`src/rtl/shift_reg_sequencer_if.sv`:
```
// Command handshake and shift-register control bundles
// used by shift_reg_sequencer.
interface sr_cmd_if #(
  parameter int WIDTH = 4,
  parameter int CNT_W = 3
);
  logic             cmd_valid;
  logic             cmd_ready;
  logic             cmd_load;
  logic             cmd_dir;
  logic [CNT_W-1:0] cmd_count;
  logic [WIDTH-1:0] cmd_data;

  modport master (
    output cmd_valid,
    output cmd_load,
    output cmd_dir,
    output cmd_count,
    output cmd_data,
    input  cmd_ready
  );

  modport slave (
    input  cmd_valid,
    input  cmd_load,
    input  cmd_dir,
    input  cmd_count,
    input  cmd_data,
    output cmd_ready
  );
endinterface

interface sr_ctl_if #(
  parameter int WIDTH = 4
);
  logic             sr_load;
  logic             sr_en;
  logic             sr_dir;
  logic [WIDTH-1:0] sr_data;
  logic [WIDTH-1:0] sr_q;

  modport master (
    output sr_load,
    output sr_en,
    output sr_dir,
    output sr_data,
    input  sr_q
  );

  modport slave (
    input  sr_load,
    input  sr_en,
    input  sr_dir,
    input  sr_data,
    output sr_q
  );
endinterface

```
`src/rtl/shift_reg_sequencer.sv`:
```
// Sequencer that turns one load/shift command at a time into
// load, shift-enable and direction strobes for a shift register.
module shift_reg_sequencer #(
  parameter int WIDTH = 4,
  parameter int CNT_W = 3
) (
  input  logic             clk,
  input  logic             reset,
  sr_cmd_if.slave          cmd,
  sr_ctl_if.master         sr,
  input  logic             abort,
  output logic             busy,
  output logic             done,
  output logic             aborted,
  output logic [WIDTH-1:0] result
);

  typedef enum logic [1:0] {
    S_IDLE,
    S_LOAD,
    S_SHIFT,
    S_DONE
  } state_e;

  state_e           state_q, state_d;
  logic             dir_q, dir_d;
  logic [WIDTH-1:0] data_q, data_d;
  logic [CNT_W-1:0] cnt_q, cnt_d;
  logic             abt_q, abt_d;
  logic             done_q, done_d;
  logic             aborted_q, aborted_d;
  logic [WIDTH-1:0] result_q, result_d;
  logic             ready;
  logic             ld_stb;
  logic             en_stb;

  always_ff @(posedge clk or posedge reset) begin
    if (reset) begin
      state_q   <= S_IDLE;
      dir_q     <= 1'b0;
      data_q    <= '0;
      cnt_q     <= '0;
      abt_q     <= 1'b0;
      done_q    <= 1'b0;
      aborted_q <= 1'b0;
      result_q  <= '0;
    end else begin
      state_q   <= state_d;
      dir_q     <= dir_d;
      data_q    <= data_d;
      cnt_q     <= cnt_d;
      abt_q     <= abt_d;
      done_q    <= done_d;
      aborted_q <= aborted_d;
      result_q  <= result_d;
    end
  end

  always_comb begin
    state_d   = state_q;
    dir_d     = dir_q;
    data_d    = data_q;
    cnt_d     = cnt_q;
    abt_d     = abt_q;
    done_d    = 1'b0;
    aborted_d = 1'b0;
    result_d  = result_q;
    ready     = 1'b0;
    ld_stb    = 1'b0;
    en_stb    = 1'b0;
    unique case (state_q)
      S_IDLE: begin
        ready = 1'b1;
        if (cmd.cmd_valid) begin
          dir_d  = cmd.cmd_dir;
          data_d = cmd.cmd_data;
          cnt_d  = cmd.cmd_count;
          abt_d  = 1'b0;
          if (cmd.cmd_load)
            state_d = S_LOAD;
          else if (cmd.cmd_count != '0)
            state_d = S_SHIFT;
          else
            state_d = S_DONE;
        end
      end
      S_LOAD: begin
        // abort suppresses the strobe in the same cycle
        if (abort) begin
          abt_d   = 1'b1;
          state_d = S_DONE;
        end else begin
          ld_stb  = 1'b1;
          state_d = (cnt_q != '0) ? S_SHIFT : S_DONE;
        end
      end
      S_SHIFT: begin
        if (abort) begin
          abt_d   = 1'b1;
          state_d = S_DONE;
        end else begin
          en_stb = 1'b1;
          cnt_d  = cnt_q - CNT_W'(1);
          if (cnt_q == CNT_W'(1))
            state_d = S_DONE;
        end
      end
      S_DONE: begin
        done_d    = 1'b1;
        aborted_d = abt_q;
        result_d  = sr.sr_q;
        state_d   = S_IDLE;
      end
      default: state_d = S_IDLE;
    endcase
  end

  assign cmd.cmd_ready = ready;
  assign sr.sr_load    = ld_stb;
  assign sr.sr_en      = en_stb;
  assign sr.sr_dir     = dir_q;
  assign sr.sr_data    = data_q;
  assign busy          = (state_q != S_IDLE);
  assign done          = done_q;
  assign aborted       = aborted_q;
  assign result        = result_q;

endmodule

```
`src/flat_wrapper.sv`:
```
// flat-port wrapper written by rule: the top's interface ports become plain ports
module shift_reg_sequencer_flat 
#(
  parameter int WIDTH = 4,
  parameter int CNT_W = 3
)
  (clk, reset, abort, busy, done, aborted, result, cmd_cmd_valid, cmd_cmd_load, cmd_cmd_dir, cmd_cmd_count, cmd_cmd_data, cmd_cmd_ready, sr_sr_load, sr_sr_en, sr_sr_dir, sr_sr_data, sr_sr_q);
  sr_cmd_if #(.WIDTH(WIDTH), .CNT_W(CNT_W)) cmd_i ();
  sr_ctl_if #(.WIDTH(WIDTH)) sr_i ();
  input  logic clk;
  input  logic reset;
  input  logic abort;
  output logic busy;
  output logic done;
  output logic aborted;
  output logic [WIDTH-1:0] result;
  input wire logic [$bits(cmd_i.cmd_valid)-1:0] cmd_cmd_valid;
  input wire logic [$bits(cmd_i.cmd_load)-1:0] cmd_cmd_load;
  input wire logic [$bits(cmd_i.cmd_dir)-1:0] cmd_cmd_dir;
  input wire logic [$bits(cmd_i.cmd_count)-1:0] cmd_cmd_count;
  input wire logic [$bits(cmd_i.cmd_data)-1:0] cmd_cmd_data;
  output wire logic [$bits(cmd_i.cmd_ready)-1:0] cmd_cmd_ready;
  output wire logic [$bits(sr_i.sr_load)-1:0] sr_sr_load;
  output wire logic [$bits(sr_i.sr_en)-1:0] sr_sr_en;
  output wire logic [$bits(sr_i.sr_dir)-1:0] sr_sr_dir;
  output wire logic [$bits(sr_i.sr_data)-1:0] sr_sr_data;
  input wire logic [$bits(sr_i.sr_q)-1:0] sr_sr_q;
  assign cmd_i.cmd_valid = cmd_cmd_valid;
  assign cmd_i.cmd_load = cmd_cmd_load;
  assign cmd_i.cmd_dir = cmd_cmd_dir;
  assign cmd_i.cmd_count = cmd_cmd_count;
  assign cmd_i.cmd_data = cmd_cmd_data;
  assign cmd_cmd_ready = cmd_i.cmd_ready;
  assign sr_sr_load = sr_i.sr_load;
  assign sr_sr_en = sr_i.sr_en;
  assign sr_sr_dir = sr_i.sr_dir;
  assign sr_sr_data = sr_i.sr_data;
  assign sr_i.sr_q = sr_sr_q;
  shift_reg_sequencer #(.WIDTH(WIDTH), .CNT_W(CNT_W)) u_core (.clk(clk), .reset(reset), .cmd(cmd_i), .sr(sr_i), .abort(abort), .busy(busy), .done(done), .aborted(aborted), .result(result));
endmodule
```
`config.mk`:
```
export PLATFORM = sky130hd
export DESIGN_NAME = shift_reg_sequencer_flat
export DESIGN_NICKNAME = d
export VERILOG_FILES = /design/src/rtl/shift_reg_sequencer_if.sv /design/src/rtl/shift_reg_sequencer.sv /design/src/flat_wrapper.sv
export SDC_FILE = /design/constraint.sdc
export NUM_CORES = 1
export LEC_CHECK = 0
export CAP_MARGIN = 20
export CORE_ASPECT_RATIO = 0.8
export CORE_MARGIN = 8
export CORE_UTILIZATION = 25
export DETAILED_ROUTE_END_ITERATION = 10
export HOLD_SLACK_MARGIN = 0.02
export PLACE_DENSITY_LB_ADDON = 0.05
export SLEW_MARGIN = 20
export SYNTH_ARGS = -nofsm -noshare
export SYNTH_HDL_FRONTEND = slang
export SYNTH_SLANG_ARGS = --single-unit
```
`constraint.sdc`:
```
create_clock -name clk -period 1.8 [get_ports clk]
set_input_delay 0.27 -clock clk [delete_from_list [all_inputs] [get_ports clk]]
set_output_delay 0.27 -clock clk [all_outputs]
set_load 0.1 [all_outputs]
```
==> results.toml <==
[placement]
port_buffers = 31
dp_hpwl_mm = 1.61
place_area_mm2 = 0.00128
placed_cells = 146
routabilityCongestion = 0.727

[clock_network]
cts_buffer_depth = 2
clock-root-buffer = "clkbuf_8"
cts-buffers-inserted = 3
clk_latency_ns = 0.25
cts_hold_buffers = 0
clock-sinks = 17
h-tree-depth = 1
cts_tree = "yes"
path_clk_slew_ns = 0.06

[worst_setup_path]
r2r_cells = 5
cp_num_buf_inv = 2
worstPathRequired_ns = 1.53
regToRegEndpoint = "u_core.cnt_q[2]"
worstReg2RegStart = "u_core.state_q[1]"
slowest_stage = "dfrtp_1"
setup.worst_path.start = "u_core.state_q[0]"
path_max_fanout = 9
path_cells = "inv_1, ha_4, and2b_4, buf_12"
crit_cells = 4
endpoint_kind = "output pin"
cpPeakStageDelay_ns = 0.40
crit_end = "sr_sr_en"
path_class = "reg -> out"
crit_path_start_kind = "register"
worstPathArrival_ns = 1.45
reg2reg_slack_ns = 0.28
crit_family = "flip-flops"

[synth]
ys_ff_latch = 17
ys_warn_count = 0
synth_cell_type_count = 25
yosysSeqAreaShare_pct = 48.0
synth_fp_nets = 97
syn_avg_cell_area_um2 = 12.3
syn_inst = 72
syn-cell-area_um2 = 887

[sta]
fin_crit_sh_pct = 95.6
final.min_clock_period_ns = 1.72
finalHoldViolCount = 0
setup_violations = 0
worstMarginPinSlew_ns = 0.321
clock_skew_ns = 0.00313
rsz0062_at_grt = "false"
maxSlewViolCount = 0
relSlewSlack_pct = 78.5
fmax_mhz = 581
holdWs_ns = 0.331
fin_setup_tns_ns = 0

[layout]
area_delta_synth_final_pct = 51.3
final_cell_area_mm2 = 0.00134
n_antenna_cell = 0
nets = 134
final_layout_size_suffix_gt1_share_pct = 35.2
fin_cells = 150

[global_route]
grt_use_met2_pct = 10.2
grt.busiest_layer = "met2"
track_usage_pct = 7.47
overflow = 0
use_met3_pct = 4.02
grt_pass1_wl_mm = 3.35
use_met1_pct = 9.99
antenna_found_initial = 0
grt_pass1_vias = 712
grt_max_degree = 18

[hold_path]
hold_path.class = "in -> async"

[job]
maxCapViolCount = 0

[floorplan]
coreArea_mm2 = 0.00342
fp-row-count = 19
dieArea_mm2 = 0.00572
die-height_um = 69.3
io_pins = 32
start_util_pct = 25.9
chipWidth_um = 82.6

[drt]
drt_iter0_drc = 28
via_per_inst = 4.19
totalWireLength_mm = 1.95
wl_per_cell_um = 13.0
ant_nets = 0
drc = 0
vias = 629
first_pass_iters = 4

[outcome]
outcome = "finished clean"
==> worst min-delay path by stage <==
stage	depth (start not counted)	slack (ns)	end	start
after CTS	3	0.33	u_core.sr.sr_data[3]	reset
after detailed placement	1	0.50	u_core.result[1]	u_core.result[1]
final	3	0.33	u_core.sr.sr_dir	reset
after floorplan	1	0.20	u_core.aborted	reset
after global placement	1	0.49	u_core.sr.sr_data[2]	u_core.sr.sr_data[2]
after global routing	3	0.35	u_core.sr.sr_data[3]	reset
==> synth_stat cells <==
master    count  area (µm²)
nand2b_1      2        12.5
and2b_4       1        10.0
ha_1          8         100
nor2_1        2        7.51
nand2_1       2        7.51
nand4_1       1        6.26
dfrtp_1      17         425
nor2b_4       1        13.8
o21a_1        1        7.51
or2b_1        1        7.51
buf_4         1        7.51
o21ai_0       2        10.0
a21oi_1       2        10.0
nor3_1        1        5.00
o32ai_1       1        8.76
nand4b_1      1        8.76
nor2b_1       1        6.26
inv_1         9        33.8
a21oi_4       1        16.3
mux2_4        1        15.0
mux2_2        9         101
and2_1        1        6.26
mux2i_1       4        40.0
a211oi_2      1        12.5
o211ai_1      1        7.51
==> flip-flops by register name, indices dropped and copies added, names as in the netlist <==
register	cells
u_core.result	4
u_core.sr.sr_data	4
u_core.cnt_q	3
u_core.state_q	2
u_core.aborted	1
u_core.abt_q	1
u_core.done	1
u_core.sr.sr_dir	1
==> metrics by stage <==
step                setup WS (ns)  util (%)
floorplan                  0.0229         -
global placement            0.181      37.5
detailed placement          0.165      37.5
CTS                        0.0520      39.2
global route              0.00378      39.2
finish                     0.0786      39.2
==> routing by layer <==
layer / up-vias / share of wire, %
li1: 316 / -
met1: 294 / 45
met2: 17 / 47
met3: 2 / 8.0
met4: 0 / 0.51
met5: - / 0
==> placed cells by master (no fill, tap or decap), types with 3 or more instances in the layout <==
cell,n
clkdlybuf4s50_1,16
dfrtp_1,17
buf_12,4
buf_4,13
ha_1,6
inv_1,8
clkbuf_8,3
mux2_2,9
mux2i_1,4
==> cell type report <==
cell class | count | area, µm²
fill | 357 | 2080
sequential | 17 | 425
inverter | 9 | 33.8
timing repair buffer | 33 | 338
tap | 42 | 52.6
multi-input combinational | 45 | 448
clock buffer | 4 | 45.0
==> kinds of logic after synthesis <==
family | after synthesis | share of synthesized area (%)
buffers and inverters | 10 | 4.65
AND/OR/NAND/NOR | 14 | 10.3
AO/OA/AOI/OAI | 9 | 8.18
adder cells (fa/ha/maj) | 8 | 11.3
flip-flops | 17 | 48.0
multiplexers | 14 | 17.6
==> repair_timing <==
| item | 4_1_cts | 5_1_grt |
|---|---|---|
| endpoints found under the setup margin | 1 | 1 |
| setup buffers | 0 | 0 |
| resized for setup | 2 | 1 |
==> worst register-to-register path, cell delays in order (launching register included) <==
cell and delay [ns]:
dfrtp_1 0.45, inv_2 0.09, ha_4 0.20, nor2b_4 0.14, a211oi_2 0.33, mux2i_1 0.23
Power is not shown: default switching activity piles up to over one toggle a cycle in this logic, so the estimate is an artifact.
